## src/rtl/peridot_cam_dma_if.sv

```systemverilog
// Register-block handshake, show-ahead FIFO read port and Avalon-MM burst write port of peridot_cam_dma.
// master = the DMA engine, slave = the surrounding register block, FIFO and memory.
interface peridot_cam_dma_if #(
  parameter int FIFO_LEVEL_WIDTH = 9
);
  logic                        start;
  logic [31:0]                 capaddress_top;
  logic [15:0]                 capcycle_num;
  logic                        done;

  logic [31:0]                 fifo_q;
  logic [FIFO_LEVEL_WIDTH-1:0] fifo_rdusedw;
  logic                        fifo_rdack;

  logic [31:0]                 avm_m1_address;
  logic                        avm_m1_write;
  logic [31:0]                 avm_m1_writedata;
  logic [3:0]                  avm_m1_byteenable;
  logic [4:0]                  avm_m1_burstcount;
  logic                        avm_m1_waitrequest;

  modport master (
    input  start, capaddress_top, capcycle_num,
    output done,
    input  fifo_q, fifo_rdusedw,
    output fifo_rdack,
    output avm_m1_address, avm_m1_write, avm_m1_writedata,
    output avm_m1_byteenable, avm_m1_burstcount,
    input  avm_m1_waitrequest
  );

  modport slave (
    output start, capaddress_top, capcycle_num,
    input  done,
    output fifo_q, fifo_rdusedw,
    input  fifo_rdack,
    input  avm_m1_address, avm_m1_write, avm_m1_writedata,
    input  avm_m1_byteenable, avm_m1_burstcount,
    output avm_m1_waitrequest
  );
endinterface

```

## src/rtl/peridot_cam_dma.sv

```systemverilog
// Camera capture DMA: on start, writes capcycle_num 16-beat bursts from the show-ahead FIFO; done=1 when idle.
// First write 3 cycles after start; a burst starts only with 16 words buffered and waitrequest freezes the beat.
module peridot_cam_dma #(
  parameter int FIFO_LEVEL_WIDTH = 9
) (
  input  logic              avm_m1_clk,
  input  logic              csi_global_reset_n,
  peridot_cam_dma_if.master bus
);

  typedef enum logic [2:0] {
    S_IDLE,
    S_ARM,
    S_WAIT,
    S_BURST,
    S_FINISH
  } state_t;

  state_t      state;
  logic [25:0] addr_reg;
  logic [15:0] remain_reg;
  logic [3:0]  beat_cnt;
  logic        done_reg;
  logic        write_reg;

  logic        beat_accept;
  logic        burst_ready;
  logic        addr_lsbs_unused;

  assign beat_accept      = write_reg && !bus.avm_m1_waitrequest;
  assign burst_ready      = bus.fifo_rdusedw >= FIFO_LEVEL_WIDTH'(16);
  assign addr_lsbs_unused = ^bus.capaddress_top[5:0];

  assign bus.done              = done_reg;
  assign bus.fifo_rdack        = beat_accept;
  assign bus.avm_m1_address    = {addr_reg, 6'b0};
  assign bus.avm_m1_write      = write_reg;
  assign bus.avm_m1_writedata  = bus.fifo_q;
  assign bus.avm_m1_byteenable = 4'hF;
  assign bus.avm_m1_burstcount = 5'd16;

  always_ff @(posedge avm_m1_clk or negedge csi_global_reset_n) begin
    if (!csi_global_reset_n) begin
      state      <= S_IDLE;
      addr_reg   <= '0;
      remain_reg <= '0;
      beat_cnt   <= '0;
      done_reg   <= 1'b1;
      write_reg  <= 1'b0;
    end else begin
      case (state)
        S_IDLE: begin
          if (bus.start) begin
            addr_reg   <= bus.capaddress_top[31:6];
            remain_reg <= bus.capcycle_num;
            done_reg   <= 1'b0;
            state      <= S_ARM;
          end
        end

        // Always pass through WAIT, which also handles an empty frame, so done
        // stays low long enough for the register block's synchronizer.
        S_ARM: begin
          state <= S_WAIT;
        end

        S_WAIT: begin
          if (remain_reg == 16'd0) begin
            state <= S_FINISH;
          end else if (burst_ready) begin
            write_reg <= 1'b1;
            beat_cnt  <= 4'd0;
            state     <= S_BURST;
          end
        end

        S_BURST: begin
          if (beat_accept) begin
            beat_cnt <= beat_cnt + 4'd1;
            if (beat_cnt == 4'd15) begin
              write_reg  <= 1'b0;
              addr_reg   <= addr_reg + 26'd1;
              remain_reg <= remain_reg - 16'd1;
              state      <= S_WAIT;
            end
          end
        end

        S_FINISH: begin
          done_reg <= 1'b1;
          state    <= S_IDLE;
        end

        default: begin
          state     <= S_IDLE;
          write_reg <= 1'b0;
          done_reg  <= 1'b1;
        end
      endcase
    end
  end

endmodule

```

## src/flat_wrapper.sv

```systemverilog
// flat-port wrapper written by rule: the top's interface ports become plain ports
module peridot_cam_dma_flat 
#(
  parameter int FIFO_LEVEL_WIDTH = 9
)
  (avm_m1_clk, csi_global_reset_n, bus_start, bus_capaddress_top, bus_capcycle_num, bus_done, bus_fifo_q, bus_fifo_rdusedw, bus_fifo_rdack, bus_avm_m1_address, bus_avm_m1_write, bus_avm_m1_writedata, bus_avm_m1_byteenable, bus_avm_m1_burstcount, bus_avm_m1_waitrequest);
  peridot_cam_dma_if #(.FIFO_LEVEL_WIDTH(FIFO_LEVEL_WIDTH)) bus_i ();
  input  logic avm_m1_clk;
  input  logic csi_global_reset_n;
  input wire logic [$bits(bus_i.start)-1:0] bus_start;
  input wire logic [$bits(bus_i.capaddress_top)-1:0] bus_capaddress_top;
  input wire logic [$bits(bus_i.capcycle_num)-1:0] bus_capcycle_num;
  output wire logic [$bits(bus_i.done)-1:0] bus_done;
  input wire logic [$bits(bus_i.fifo_q)-1:0] bus_fifo_q;
  input wire logic [$bits(bus_i.fifo_rdusedw)-1:0] bus_fifo_rdusedw;
  output wire logic [$bits(bus_i.fifo_rdack)-1:0] bus_fifo_rdack;
  output wire logic [$bits(bus_i.avm_m1_address)-1:0] bus_avm_m1_address;
  output wire logic [$bits(bus_i.avm_m1_write)-1:0] bus_avm_m1_write;
  output wire logic [$bits(bus_i.avm_m1_writedata)-1:0] bus_avm_m1_writedata;
  output wire logic [$bits(bus_i.avm_m1_byteenable)-1:0] bus_avm_m1_byteenable;
  output wire logic [$bits(bus_i.avm_m1_burstcount)-1:0] bus_avm_m1_burstcount;
  input wire logic [$bits(bus_i.avm_m1_waitrequest)-1:0] bus_avm_m1_waitrequest;
  assign bus_i.start = bus_start;
  assign bus_i.capaddress_top = bus_capaddress_top;
  assign bus_i.capcycle_num = bus_capcycle_num;
  assign bus_done = bus_i.done;
  assign bus_i.fifo_q = bus_fifo_q;
  assign bus_i.fifo_rdusedw = bus_fifo_rdusedw;
  assign bus_fifo_rdack = bus_i.fifo_rdack;
  assign bus_avm_m1_address = bus_i.avm_m1_address;
  assign bus_avm_m1_write = bus_i.avm_m1_write;
  assign bus_avm_m1_writedata = bus_i.avm_m1_writedata;
  assign bus_avm_m1_byteenable = bus_i.avm_m1_byteenable;
  assign bus_avm_m1_burstcount = bus_i.avm_m1_burstcount;
  assign bus_i.avm_m1_waitrequest = bus_avm_m1_waitrequest;
  peridot_cam_dma #(.FIFO_LEVEL_WIDTH(FIFO_LEVEL_WIDTH)) u_core (.avm_m1_clk(avm_m1_clk), .csi_global_reset_n(csi_global_reset_n), .bus(bus_i));
endmodule
```

## config.mk

```make
export PLATFORM = sky130hd
export DESIGN_NAME = peridot_cam_dma_flat
export DESIGN_NICKNAME = d
export VERILOG_FILES = /design/src/rtl/peridot_cam_dma_if.sv /design/src/rtl/peridot_cam_dma.sv /design/src/flat_wrapper.sv
export SDC_FILE = /design/constraint.sdc
export NUM_CORES = 1
export LEC_CHECK = 0
export ABC_CLOCK_PERIOD_IN_PS = 4700
export CORE_UTILIZATION = 40
export CTS_BUF_LIST = sky130_fd_sc_hd__clkbuf_16
export DETAILED_ROUTE_END_ITERATION = 10
export PLACE_DENSITY = 0.83
export SLEW_MARGIN = 20
export SYNTH_ARGS = -nofsm -noshare
export SYNTH_HDL_FRONTEND = slang
export SYNTH_SLANG_ARGS = --single-unit
```

## constraint.sdc

```tcl
create_clock -name avm_m1_clk -period 4.7 [get_ports avm_m1_clk]
set_input_delay 0.705 -clock avm_m1_clk [delete_from_list [all_inputs] [get_ports avm_m1_clk]]
set_output_delay 0.705 -clock avm_m1_clk [all_outputs]
set_load 0.01 [all_outputs]
```

# Yosys cells after proc, flatten, opt, wreduce, memory -nomap -nowiden
# Cells that the tools add are included.
# totals
ff_bits,51
in_bits,93
output_inout_bits,76
wordCells,61
# op_classes
n_addsub,3
magnitude_cmp,1
eq_ne,11
muxes,25
bitwise,2
reduce_logical,13
# ops
cell,n
26-bit 2-to-1 mux,3
26-bit one-hot mux with 2 select lines,1
16-bit 2-to-1 mux,3
16-bit one-hot mux with 2 select lines,1
26-bit by 1-bit adder with 26-bit output (second input constant),1
16-bit logical NOT,1
16-bit by 1-bit subtractor with 16-bit output (second input constant),1
3-bit 2-to-1 mux,5
4-bit 2-to-1 mux,3
3-bit one-hot mux with 4 select lines,1
4-bit AND reduction,3
9-bit by 5-bit >= comparator with 1-bit output (second input constant),1
4-bit one-hot mux with 2 select lines,1
3-bit by 2-bit equality test with 1-bit output (second input constant),2
2-bit inequality test (second input constant),3
3-bit OR reduction,2
1-bit 2-to-1 mux,5
5-bit AND reduction,1
4-bit by 1-bit adder with 4-bit output (second input constant),1
4-bit equality test (second input constant),1
2-bit by 1-bit inequality test with 1-bit output (second input constant),2
2-bit nonzero test,2
3-bit by 1-bit equality test with 1-bit output (second input constant),1
3-bit equality test (second input constant),1
8 further kinds,9

# Logic depth before layout (Yosys ltp)
# logic_depth
word_depth,4
depth_mapped,8
mapped_depth_nobuf,6

# Least setup slack after synthesis
# Ideal clock, no wire load.
# synth_timing
path_kind,input -> register
from,in bus_avm_m1_waitrequest
to,reg u_core.addr_reg[10]
setup_ps,126
arrival_time_ps,1949
required_ps,4574
slack_ps,2625
cell_stages,7
n_path_buf,2
path_cell_list,and4b_2 > and2_1 > clkbuf_1 > o21ai_2 > buf_2 > a21oi_1 > a2bb2oi_1
# synth_between
elab_chain_cells,4
# synth_lines
item,line_no,text
start: declaration,flat_wrapper.sv:22,input wire logic [$bits(bus_i.avm_m1_waitrequest)-1:0] bus_avm_m1_waitrequest;
1-bit logical NOT,peridot_cam_dma.sv:30,assign beat_accept = write_reg && !bus.avm_m1_waitrequest;
1-bit logical AND,peridot_cam_dma.sv:30,
2-bit inequality test (no source line),--,
4-bit AND reduction (no source line),--,
end signal: assignment,peridot_cam_dma.sv:54,addr_reg <= bus.capaddress_top[31:6];
end signal: assignment,peridot_cam_dma.sv:82,addr_reg <= addr_reg + 26'd1;
end: declaration,peridot_cam_dma.sv:20,logic [25:0] addr_reg;
# No other way between the ends.
# A chain may end at the register's enable or synchronous reset.

# Worst setup path after layout
# layout_timing
from,in bus_start
to,reg u_core.addr_reg[19]
# layout_between
elab_chain_cells,2
# layout_lines
item,line_no,text
start: declaration,flat_wrapper.sv:10,input wire logic [$bits(bus_i.start)-1:0] bus_start;
2-bit inequality test (no source line),--,
4-bit AND reduction (no source line),--,
# No other way between the ends.

==> metrics.cfg <==
[outcome]
status = finished clean

[grt]
antenna_found_initial = 0
grt_max_degree = 63
grt_use_total_pct = 19.70
grt_overflow = 0
grt_pass1_vias = 3217
grt_pass1_wl_mm = 15.52

[cts]
cts_resized = 0
cts-root-buf = clkbuf_16
cts_tree = done
clkTransAtPathRegs_ps = 70
hold_buffers = 0
cts_inserted_buffers = 5
cts.path.max_buffers = 2
clkLatencyLatePin_ps = 290
ctsHtreeMaxLevel = 2
post_cts.repair.setup_buffers = 0
cts_num_sinks = 51

[place]
gp_congestion = 0.8214
port_buffers = 79
dp_slack_ps = 1254
hpwlAfterDp_mm = 6.613

[logic_synthesis]
synth_top_area_share_pct = 34.41
yosys_most_used_dff = dfrtp_1
synth.avg_cell_area_sq_um = 8.515
postSynthCellCount = 427
ys_seq_elements = 51
yosysTopAreaCell = dfrtp_1
yosysWarningCount = 0
synth_area_sq_mm = 0.003636
synth_cell_types = 71
async_flop_share_pct = 100.0
synth-seq-area-share_pct = 35.13
synth_edf_count = 0
synth.area.top_cells = dfrtp_1 34%, buf_4 9.7%, a21oi_1 4.5%, nor2_1 4.4%, nand2_1 3.0%

[layout]
nFillCells = 809
diodes = 0
largest_register_ffs = 26
final_nets = 557
syn_to_final_growth_pct = 18.44
drive_gt1_share_pct = 7.592

[die]
core_area_sq_mm = 0.008763
io_pins = 169
initial_core_util_pct = 41.49
rows = 34
dieArea_sq_mm = 0.009475
die_h_microns = 97.34
die_x_microns = 97.34

[detailed_routing]
drc = 0
vias = 3404
ant_nets = 0
routed_wl_mm = 9.402
vias_per_cell = 5.982
wl_per_cell_microns = 16.52
drt_iter0_drc = 235
drtPass1Iterations = 5

[timing]
period_share_pct = 67.18
drv_slew = 0
setup-violations-final = 0
finalClockSkew_ps = 4.309
setup_tns_ps = 0
maxSlewHeadroom_pct = 37.24
max_freq_mhz = 316.7
fin_ws_ps = 1542
tightest_slew_ps = 941.5
rsz0062_at_grt = false
min_period_ps = 3158
hold_viol = 0

[critical_path]
crit_type = input port to flip-flop
worstPathMaxFanout = 11
cp-start-kind = input port
critPathRequiredTime_ps = 4920
r2r_slack_ps = 1860
path_common_cell = a21oi_1
worst-path-buf-inv = 2
critical-path-top-delay-family = compound AO/OA/AOI/OAI gates
path_cells = clkdlybuf4s50_1 > nor4b_4 > nor2_2 > a21oi_1 > buf_4 > a21oi_1 > o21ba_1
max_stage_delay_ps = 770
critPathSlowestCell = a21oi_1
arrival_ps = 3380
end_kind = flip-flop

[hold_path]
hold_path.class = flip-flop to flip-flop

[flow_run]
maxCapViolCount = 0

[power_and_ir_drop]
p_leak_nw = 1.639
ir_drop_mv = 0.3444
power.density_mw_per_mm2 = 633.2

-- cell usage after synthesis (3+ instances only) --
cell type,number
nor4_1,10
o211ai_1,4
a2bb2oi_1,7
o2bb2ai_1,3
o22a_1,7
a311oi_1,7
nand4_1,7
o21a_1,4
or3_1,8
and2_1,3
buf_4,47
nand2_1,29
nor3b_1,3
buf_2,6
nand3_1,20
a22oi_1,3
o21ai_1,3
o21ai_0,21
nor3_1,6
nor2_1,43
o22ai_1,6
inv_1,6
o31ai_1,3
dfrtp_1,50
a31oi_1,9
o311ai_0,3
a21oi_1,33
ha_1,4
and3_1,8
buf_6,4
clkbuf_1,11
-- report_power, final --
group / total, W / internal (W) / switching [W]
registers: 0.000899 / 0.000637 / 0.000262
clock network: 0.000408 / 0.000249 / 0.000159
logic: 0.00142 / 0.000633 / 0.000787
-- through the flow --
stage / cell area [sq um] / hold WS (ps) / total power (W) / std cells / util (%)
5_1_grt: 4307 / 531.3 / 0.002934 / 569 / 49.14
2_1_floorplan: 3685 / 409.4 / 0.001866 / 440 / -
6_report: 4307 / 513.1 / 0.002727 / 569 / 49.14
4_1_cts: 4307 / 513.5 / 0.002718 / 569 / 49.14
3_3_place_gp: 4143 / 488.5 / 0.002240 / 561 / 47.27
3_5_place_dp: 4143 / 504.3 / 0.002307 / 561 / 47.27
-- final timing paths --
kind | start | to | depth (start not counted)
worst max-delay path | bus_start | u_core.addr_reg[19]$_DFFE_PN0P_ | 7
min in group asynchronous | csi_global_reset_n | u_core.addr_reg[18]$_DFFE_PN0P_ | 2
max in group asynchronous | csi_global_reset_n | u_core.remain_reg[0]$_DFFE_PN0P_ | 2
worst max register to register | u_core.state[0]$_DFFE_PN0P_ | u_core.addr_reg[19]$_DFFE_PN0P_ | 6
worst min-delay path | u_core.addr_reg[25]$_DFFE_PN0P_ | u_core.addr_reg[25]$_DFFE_PN0P_ | 1
worst min register to register | u_core.addr_reg[25]$_DFFE_PN0P_ | u_core.addr_reg[25]$_DFFE_PN0P_ | 1
-- kinds of logic after synthesis --
logic type | synth area share (%)
AND/OR/NAND/NOR | 24.12
AO/OA/AOI/OAI | 23.68
buffers and inverters | 14.42
flip-flops | 35.13
adder cells (fa/ha/maj) | 1.377
other | 0.2065
XOR/XNOR | 0.4818
multiplexers | 0.5850
-- worst register-to-register path, stage by stage (launching register included) --
cell	delay [ps]
dfrtp_1	520
nor4b_4	670
nor2_2	180
a21oi_1	770
buf_4	340
a21oi_1	80
o21ba_1	220
-- layout by cell type (no fill, tap or decap), types with 3 or more instances in the layout --
cell	n
nor2_1	43
nand2_1	29
o21ai_1	3
nor4_1	10
and3_1	8
nor3_1	6
o22ai_1	6
buf_4	5
a2bb2oi_1	7
o22a_1	7
a311oi_1	7
o311ai_0	3
nor3b_1	3
a22oi_1	3
clkdlybuf4s50_1	78
o2bb2ai_1	3
a21oi_1	33
nand4_1	7
clkbuf_16	5
o21ai_0	21
inv_1	6
ha_1	4
conb_1	15
a31oi_1	9
or3_1	8
o21a_1	4
dfrtp_1	50
o31ai_1	3
o211ai_1	4
and2_1	3
nand3_1	20
-- per-layer routing --
metal / vias up / share of wire [%] / wire length (microns) / GRT usage [%]
met3: 22 / 8.2 / 772 / 4.317
met1: 1623 / 41 / 3859 / 24.98
met2: 163 / 49 / 4625 / 33.59
li1: 1596 / - / - / -
met5: - / 0 / 0 / 0
met4: 0 / 1.5 / 144 / 5.882
-- area by class of cell --
cell class	count	area (sq um)	area share, %
clock buffers	5	125.1	2.905
clock inverters	3	38.79	0.9006
inverters	6	22.52	0.5230
multi-input cells	312	1884	43.75
flip-flops and latches	51	1277	29.66
well taps	108	135.1	3.138
repair buffers	84	823.3	19.12
No activity file was read; power rests on OpenSTA's default activity.
